### src/rtl/rh_issue_buf.sv
// ---------------------------------------------------------------------------
// rh_issue_buf
//   Receiving (issue) end of the fetch-to-issue channel. A DEPTH-entry FIFO
//   of {pc, instr} pairs with valid/ready handshakes on both sides, a
//   flush input that empties the buffer, and a RUN/HOLD state machine that
//   stalls issue without losing contents.
//
// Ports
//   clk      in   clock; all state updates on the rising edge
//   rstn     in   asynchronous active-low reset
//   f_vld    in   fetch side presents an instruction
//   f_rdy    out  buffer accepts the fetch beat (registered state and flush)
//   f_pc     in   PC of the presented instruction
//   f_instr  in   presented instruction word
//   i_vld    out  head entry valid for issue
//   i_rdy    in   issue consumer accepts the head entry
//   i_pc     out  PC of the head entry
//   i_instr  out  head instruction word
//   flush    in   discard all buffered instructions (redirect)
//   hold     in   stall issue; fetch pushes continue
//   count    out  current occupancy, 0..DEPTH
// ---------------------------------------------------------------------------
module rh_issue_buf #(
    parameter int DEPTH = 4,
    parameter int IW    = 32,
    parameter int AW    = 32
) (
    input  logic                     clk,
    input  logic                     rstn,
    input  logic                     f_vld,
    output logic                     f_rdy,
    input  logic [AW-1:0]            f_pc,
    input  logic [IW-1:0]            f_instr,
    output logic                     i_vld,
    input  logic                     i_rdy,
    output logic [AW-1:0]            i_pc,
    output logic [IW-1:0]            i_instr,
    input  logic                     flush,
    input  logic                     hold,
    output logic [$clog2(DEPTH):0]   count
);

    localparam int PW = $clog2(DEPTH);
    localparam int CW = PW + 1;
    localparam logic [CW-1:0] CNT_FULL = CW'(DEPTH);

    typedef enum logic {
        RUN  = 1'b0,
        HOLD = 1'b1
    } state_t;

    state_t              state_q;
    state_t              state_d;
    logic [PW-1:0]       wr_ptr_q;
    logic [PW-1:0]       rd_ptr_q;
    logic [CW-1:0]       cnt_q;
    logic                rdy_en_q;
    logic                push;
    logic                pop;

    logic [AW-1:0]       pc_mem    [DEPTH];
    logic [IW-1:0]       instr_mem [DEPTH];

    // rdy_en_q keeps f_rdy low while in reset and raises it on the first
    // clock after release, so f_rdy depends only on registered state plus
    // the flush qualifier and never on i_rdy.
    assign f_rdy = rdy_en_q && (cnt_q < CNT_FULL) && !flush;

    assign push  = f_vld && f_rdy;
    assign pop   = i_vld && i_rdy;

    assign count   = cnt_q;
    assign i_pc    = pc_mem[rd_ptr_q];
    assign i_instr = instr_mem[rd_ptr_q];

    // FSM: state register
    always_ff @(posedge clk or negedge rstn) begin
        if (!rstn) begin
            state_q <= RUN;
        end else begin
            state_q <= state_d;
        end
    end

    // FSM: next state (flush does not affect the state)
    always_comb begin
        state_d = state_q;
        case (state_q)
            RUN:     if (hold)  state_d = HOLD;
            HOLD:    if (!hold) state_d = RUN;
            default: state_d = RUN;
        endcase
    end

    // FSM: outputs
    always_comb begin
        i_vld = 1'b0;
        if ((cnt_q != '0) && (state_q == RUN) && !flush) begin
            i_vld = 1'b1;
        end
    end

    // Pointers and occupancy. Flush wins over any push/pop in the same cycle;
    // push and pop are already masked by flush through f_rdy and i_vld, the
    // explicit branch keeps that priority obvious.
    always_ff @(posedge clk or negedge rstn) begin
        if (!rstn) begin
            wr_ptr_q <= '0;
            rd_ptr_q <= '0;
            cnt_q    <= '0;
            rdy_en_q <= 1'b0;
        end else begin
            rdy_en_q <= 1'b1;
            if (flush) begin
                wr_ptr_q <= '0;
                rd_ptr_q <= '0;
                cnt_q    <= '0;
            end else begin
                if (push) begin
                    wr_ptr_q <= wr_ptr_q + PW'(1);
                end
                if (pop) begin
                    rd_ptr_q <= rd_ptr_q + PW'(1);
                end
                case ({push, pop})
                    2'b10:   cnt_q <= cnt_q + CW'(1);
                    2'b01:   cnt_q <= cnt_q - CW'(1);
                    default: cnt_q <= cnt_q;
                endcase
            end
        end
    end

    // Entry storage carries no reset; validity is tracked by the pointers.
    always_ff @(posedge clk) begin
        if (push) begin
            pc_mem[wr_ptr_q]    <= f_pc;
            instr_mem[wr_ptr_q] <= f_instr;
        end
    end

endmodule

### config.mk
export PLATFORM = sky130hd
export DESIGN_NAME = rh_issue_buf
export DESIGN_NICKNAME = d
export VERILOG_FILES = /design/src/rtl/rh_issue_buf.sv
export SDC_FILE = /design/constraint.sdc
export NUM_CORES = 1
export LEC_CHECK = 0
export CAP_MARGIN = 10
export CORE_MARGIN = 5
export CORE_UTILIZATION = 35
export DETAILED_ROUTE_END_ITERATION = 12
export GPL_TIMING_DRIVEN = 1
export SLEW_MARGIN = 30
export SYNTH_ARGS = -nofsm -noshare
export SYNTH_HDL_FRONTEND = slang
export SYNTH_SLANG_ARGS = --single-unit
### constraint.sdc
create_clock -name clk -period 3.3 [get_ports clk]
set_input_delay 0.66 -clock clk [delete_from_list [all_inputs] [get_ports clk]]
set_output_delay 0.66 -clock clk [all_outputs]
set_load 0.01 [all_outputs]
======== Word level (Yosys, flattened, before mapping) ========
Memories as Yosys holds them, arrays and structs flattened.
Cells that the tools add are included.
Widths: inputs -> output; s select.
cells by class
  reductions and logical operators ........ 11
  muxes and demuxes ....................... 10
  bitwise operators ....................... 1
  eq/ne operators ......................... 2
  order comparisons ....................... 1
  add/subtract/negate cells ............... 4
operators by type and width
  operator             count
  $mux 2               4
  $logic_and 1x1->1    6
  $pmux 3 s2           1
  $reduce_bool 3->1    2
  $add 2x1->2 const B  2
  $mux 1               4
  $reduce_bool 2->1    2
  $add 3x1->3 const B  1
  $lt 3x3->1 const B   1
  $mux 3               1
  $sub 3x1->3 const B  1
  $eq 2x1->1 const B   1
  $eq 2x2->1 const B   1
  $logic_not 1->1      1
  $not 1->1            1
storage, ports and cells
  RAM bits ................................ 256
  memories ................................ 2
  output and inout port bits .............. 69
  register bits after elaboration ......... 9
  word-level logic and storage cells ...... 36
memory list
  memory     words  width  read ports  clocked after Yosys merged registers in  write ports  line  RTL
  instr_mem  4      32     1           0                                        1            62    logic [IW-1:0] instr_mem [DEPTH];
  pc_mem     4      32     1           0                                        1            61    logic [AW-1:0] pc_mem [DEPTH];

======== Depth between registers and ports, before layout ========
  depth after elaboration ................. 8
  mapped depth ............................ 9
  gate-level depth less buffers ........... 7

======== Least setup slack after synthesis ========
OpenSTA, ideal clock, no wires.
  kind .................................... input to register
  start ................................... input flush
  end ..................................... memory instr_mem[0][0] (enable)
  buffers on the path ..................... 2
  stages on the path ...................... 4
  library setup time ...................... 0.429 ns
  arrival time ............................ 2.739 ns
  required time ........................... 2.871 ns
  slack ................................... 0.132 ns
  cells stage by stage .................... buf_6 -> and4bb_1 -> buf_2 -> and2_1
on the way
  cells in the longest elaborated chain, start to end .. 5
ends and longest elaborated chain
  what                          line  RTL
  from (decl)                   38    input logic flush,
  $logic_not 1->1               67    assign f_rdy = rdy_en_q && (cnt_q < CNT_FULL) && !flush;
  $logic_and 1x1->1             67
  $logic_and 1x1->1             69    assign push = f_vld && f_rdy;
  $mux 1                        136   if (push) begin
  $mux 1 (implied by the code)  138   instr_mem[wr_ptr_q] <= f_instr;
  to (decl)                     62
Every way passes these cells.

======== Worst setup path after layout ========
  start ................................... register rd_ptr_q[0]
  end ..................................... output i_pc[21]
on the way
  cells in the longest elaborated chain, start to end .. 1
ends and longest elaborated chain
  what                    line  RTL
  from (decl)             55    logic [PW-1:0] rd_ptr_q;
  from (signal assigned)  123   rd_ptr_q <= rd_ptr_q + PW'(1);
  $mem_v2 4x32            -
  to (decl)               36    output logic [AW-1:0] i_pc,
Every way passes these cells.

==> flow_metrics.tcl <==
set metrics [dict create \
    viasPerCell 4.75 \
    wl_um 19000 \
    worstPathArrival_ns 2.46 \
    worstSetupEndpointType "output pin" \
    area_growth_pct 31.7 \
    fp.dieW_um 177 \
    clock_latency_ns 0.53 \
    finalHoldViolCount 0 \
    yosysSeqAreaShare 0.808 \
    ctsResizeCount 0 \
    synth_area_um2 9790 \
    syn_inst 392 \
    cp.required_ns 2.64 \
    ios 139 \
    yosysWarnings 0 \
    die_area_um2 31400 \
    synth-compound-area-share 0.00843 \
    vias 4556 \
    fin_crit_sh 0.945 \
    synthArstFlopShare 0.0340 \
    fin_cells 960 \
    hp-class "input pin to asynchronous set/reset pin" \
    leakage_nw 4.06 \
    peakVddDrop_v 0.000416 \
    synthFlopType "edfxtp_1" \
    cts_buffers 28 \
    grt_max_degree 27 \
    ys_types 35 \
    path_cells "buf_4 -> mux4_2 -> clkdlybuf4s50_1" \
    drc 0 \
    grt_pass1_wl_um 29500 \
    synthAdderAreaFrac 0.00715 \
    grt_pass1_vias 5094 \
    drtIter0Drc 238 \
    cts_tree "built" \
    fin_tns_setup_ns 0 \
    initial_utilization 0.353 \
    finalMaxSlewViolations 0 \
    synthSimpleGateAreaFrac 0.0141 \
    fin_hold_ws_ns 0.438 \
    clkSinkCount 265 \
    final_nets 635 \
    cts.clk_slew.worst_paths_ns 0.06 \
    final_core_util 0.465 \
    critPathMaxFanout 15 \
    slowest_delay_ns 0.58 \
    synth.avg_cell_area_um2 25.0 \
    antenna_found_initial 1 \
    synth_top_family_by_area "multiplexers" \
    critPathLaunchType "register" \
    track_usage 0.121 \
    synth_edf_count 256 \
    cp.depth 3 \
    final_antenna_net_count 0 \
    port_buffers 138 \
    nFillCells 2299 \
    detailed_place_hpwl_um 11600 \
    placedCellCount 907 \
    setup_viol 0 \
    drv_cap 0 \
    synth_xor_area_frac 0.00268 \
    gr-total-overflow 0 \
    rr_worst_depth 8 \
    synth_mux_area_frac 0.148 \
    status "complete, no violations" \
    crit_type "register to output pin" \
    synth_seq_cells 265 \
    gp_congestion 0.766 \
    synth_nets 467 \
    pwr_density_cell_nw_per_um2 593 \
    wl_per_cell_um 19.8 \
    root_buffer "clkbuf_16" \
    cts.htree.levels 1 \
    rows 61 \
    crit_family "buffers and inverters" \
    fin_crit_ns 3.12 \
    cts_buffer_depth 3 \
    fmax_mhz 321 \
    path_buf_inv 2 \
    finClkSkew_ns 0.0166 \
    layout-drive-gt1-share 0.237 \
    rsz0062_at_grt "no" \
    antenna_cells 0 \
    slowest_stage "mux4_2" \
    drtPass1Iterations 4 \
    core_um2 27700 \
    die_h_um 177 \
]
-- registers in the layout, summed over array words and instances (netlist names) --
name,cells
instr_mem,128
pc_mem,128
count,3
rd_ptr_q,2
wr_ptr_q,2
rdy_en_q,1
state_q,1
-- repair_timing --
| item | in CTS | in global routing |
|---|---|---|
| hold buffers | 0 | 0 |
| setup buffers | 1 | 0 |
| setup endpoints to repair | 5 | 0 |
-- placed cells by master, fill, tap and decap left out, types with 2 or more instances in the layout --
master	Yosys	layout
edfxtp_1	256	256
clkdlybuf4s50_1	0	138
mux4_2	64	64
clkbuf_16	0	29
buf_12	0	10
bufinv_16	0	8
dfrtp_1	9	7
clkinv_1	0	6
buf_4	3	6
inv_1	5	5
and2_4	0	4
ha_1	4	4
clkinv_2	0	4
xnor2_1	3	3
o211ai_1	3	3
clkinvlp_4	0	3
nor3_1	2	2
or3_1	2	2
o21ai_0	2	2
nand2_1	2	2
o31ai_1	2	2
inv_6	0	2
dfrtp_4	0	2
-- cells in the mapped netlist, types with 3 or more instances --
master      n  area share
edfxtp_1  256        0.78
xnor2_1     3      0.0027
o211ai_1    3      0.0023
mux4_2     64        0.15
buf_2       6      0.0031
ha_1        4      0.0051
and2_1      4      0.0026
inv_1       5      0.0019
dfrtp_1     9       0.023
buf_4       3      0.0023
clkbuf_1    5      0.0019
-- logic make-up after synthesis --
group,after synthesis
mux,65
other cells,1
buf+inv,22
flops,265
xor+xnor,3
fa+ha+maj,5
compound gates,11
simple gates,20
-- path summary, 6_finish.rpt --
kind                                          from                 endpoint  slack [ns]
setup / recovery           rd_ptr_q[0]$_DFFE_PN0P_                 i_pc[21]        0.18
hold / removal                                rstn  wr_ptr_q[1]$_DFFE_PN0P_        0.44
setup reg to reg              count[1]$_DFFE_PN0P_     count[1]$_DFFE_PN0P_        1.14
hold reg to reg            wr_ptr_q[1]$_DFFE_PN0P_  wr_ptr_q[1]$_DFFE_PN0P_        0.62
max in group asynchronous                     rstn  rd_ptr_q[1]$_DFFE_PN0P_        2.52
min in group clk                              hold        state_q$_DFF_PN0_        0.59
-- routing by layer --
metal	wire (um)	track usage	vias to the layer above
met5	11	0	-
met4	282	0.0280	2
met3	1090	0.0284	29
met2	9570	0.206	118
met1	8090	0.160	2392
li1	-	-	2015
-- worst register-to-register path, cell delays in order, from the launching register on --
cell and delay [ns]:
dfrtp_1 0.44, nor3_1 0.20, buf_4 0.18, or3_1 0.14
inv_1 0.06, fa_1 0.52, nand2b_2 0.06, or4_4 0.41
o211ai_2 0.08
-- report_power, final --
group	internal, mW	total [mW]	switching (mW)
registers	3.74	3.76	0.0185
clock network	2.22	3.47	1.25
logic	0.238	0.416	0.177
-- through the flow --
step	power, mW	instance area [um^2]	worst slack [ns]
2_1_floorplan	3.99	9790	0.132
3_3_place_gp	4.24	11800	0.354
3_5_place_dp	4.26	11800	0.248
4_1_cts	7.76	12900	0.120
5_1_grt	7.94	12900	0.0536
6_report	7.65	12900	0.181
-- cell type report --
type / count / area, um^2 / area share
clock buffers: 29 / 726 / 0.0563
clock inverters: 23 / 323 / 0.0250
inverters: 5 / 18.8 / 0.00146
multi-input cells: 105 / 1780 / 0.138
flip-flops and latches: 265 / 7920 / 0.614
well taps: 378 / 473 / 0.0367
repair buffers: 155 / 1650 / 0.128
Note: power is estimated with default switching activity, not from simulation.
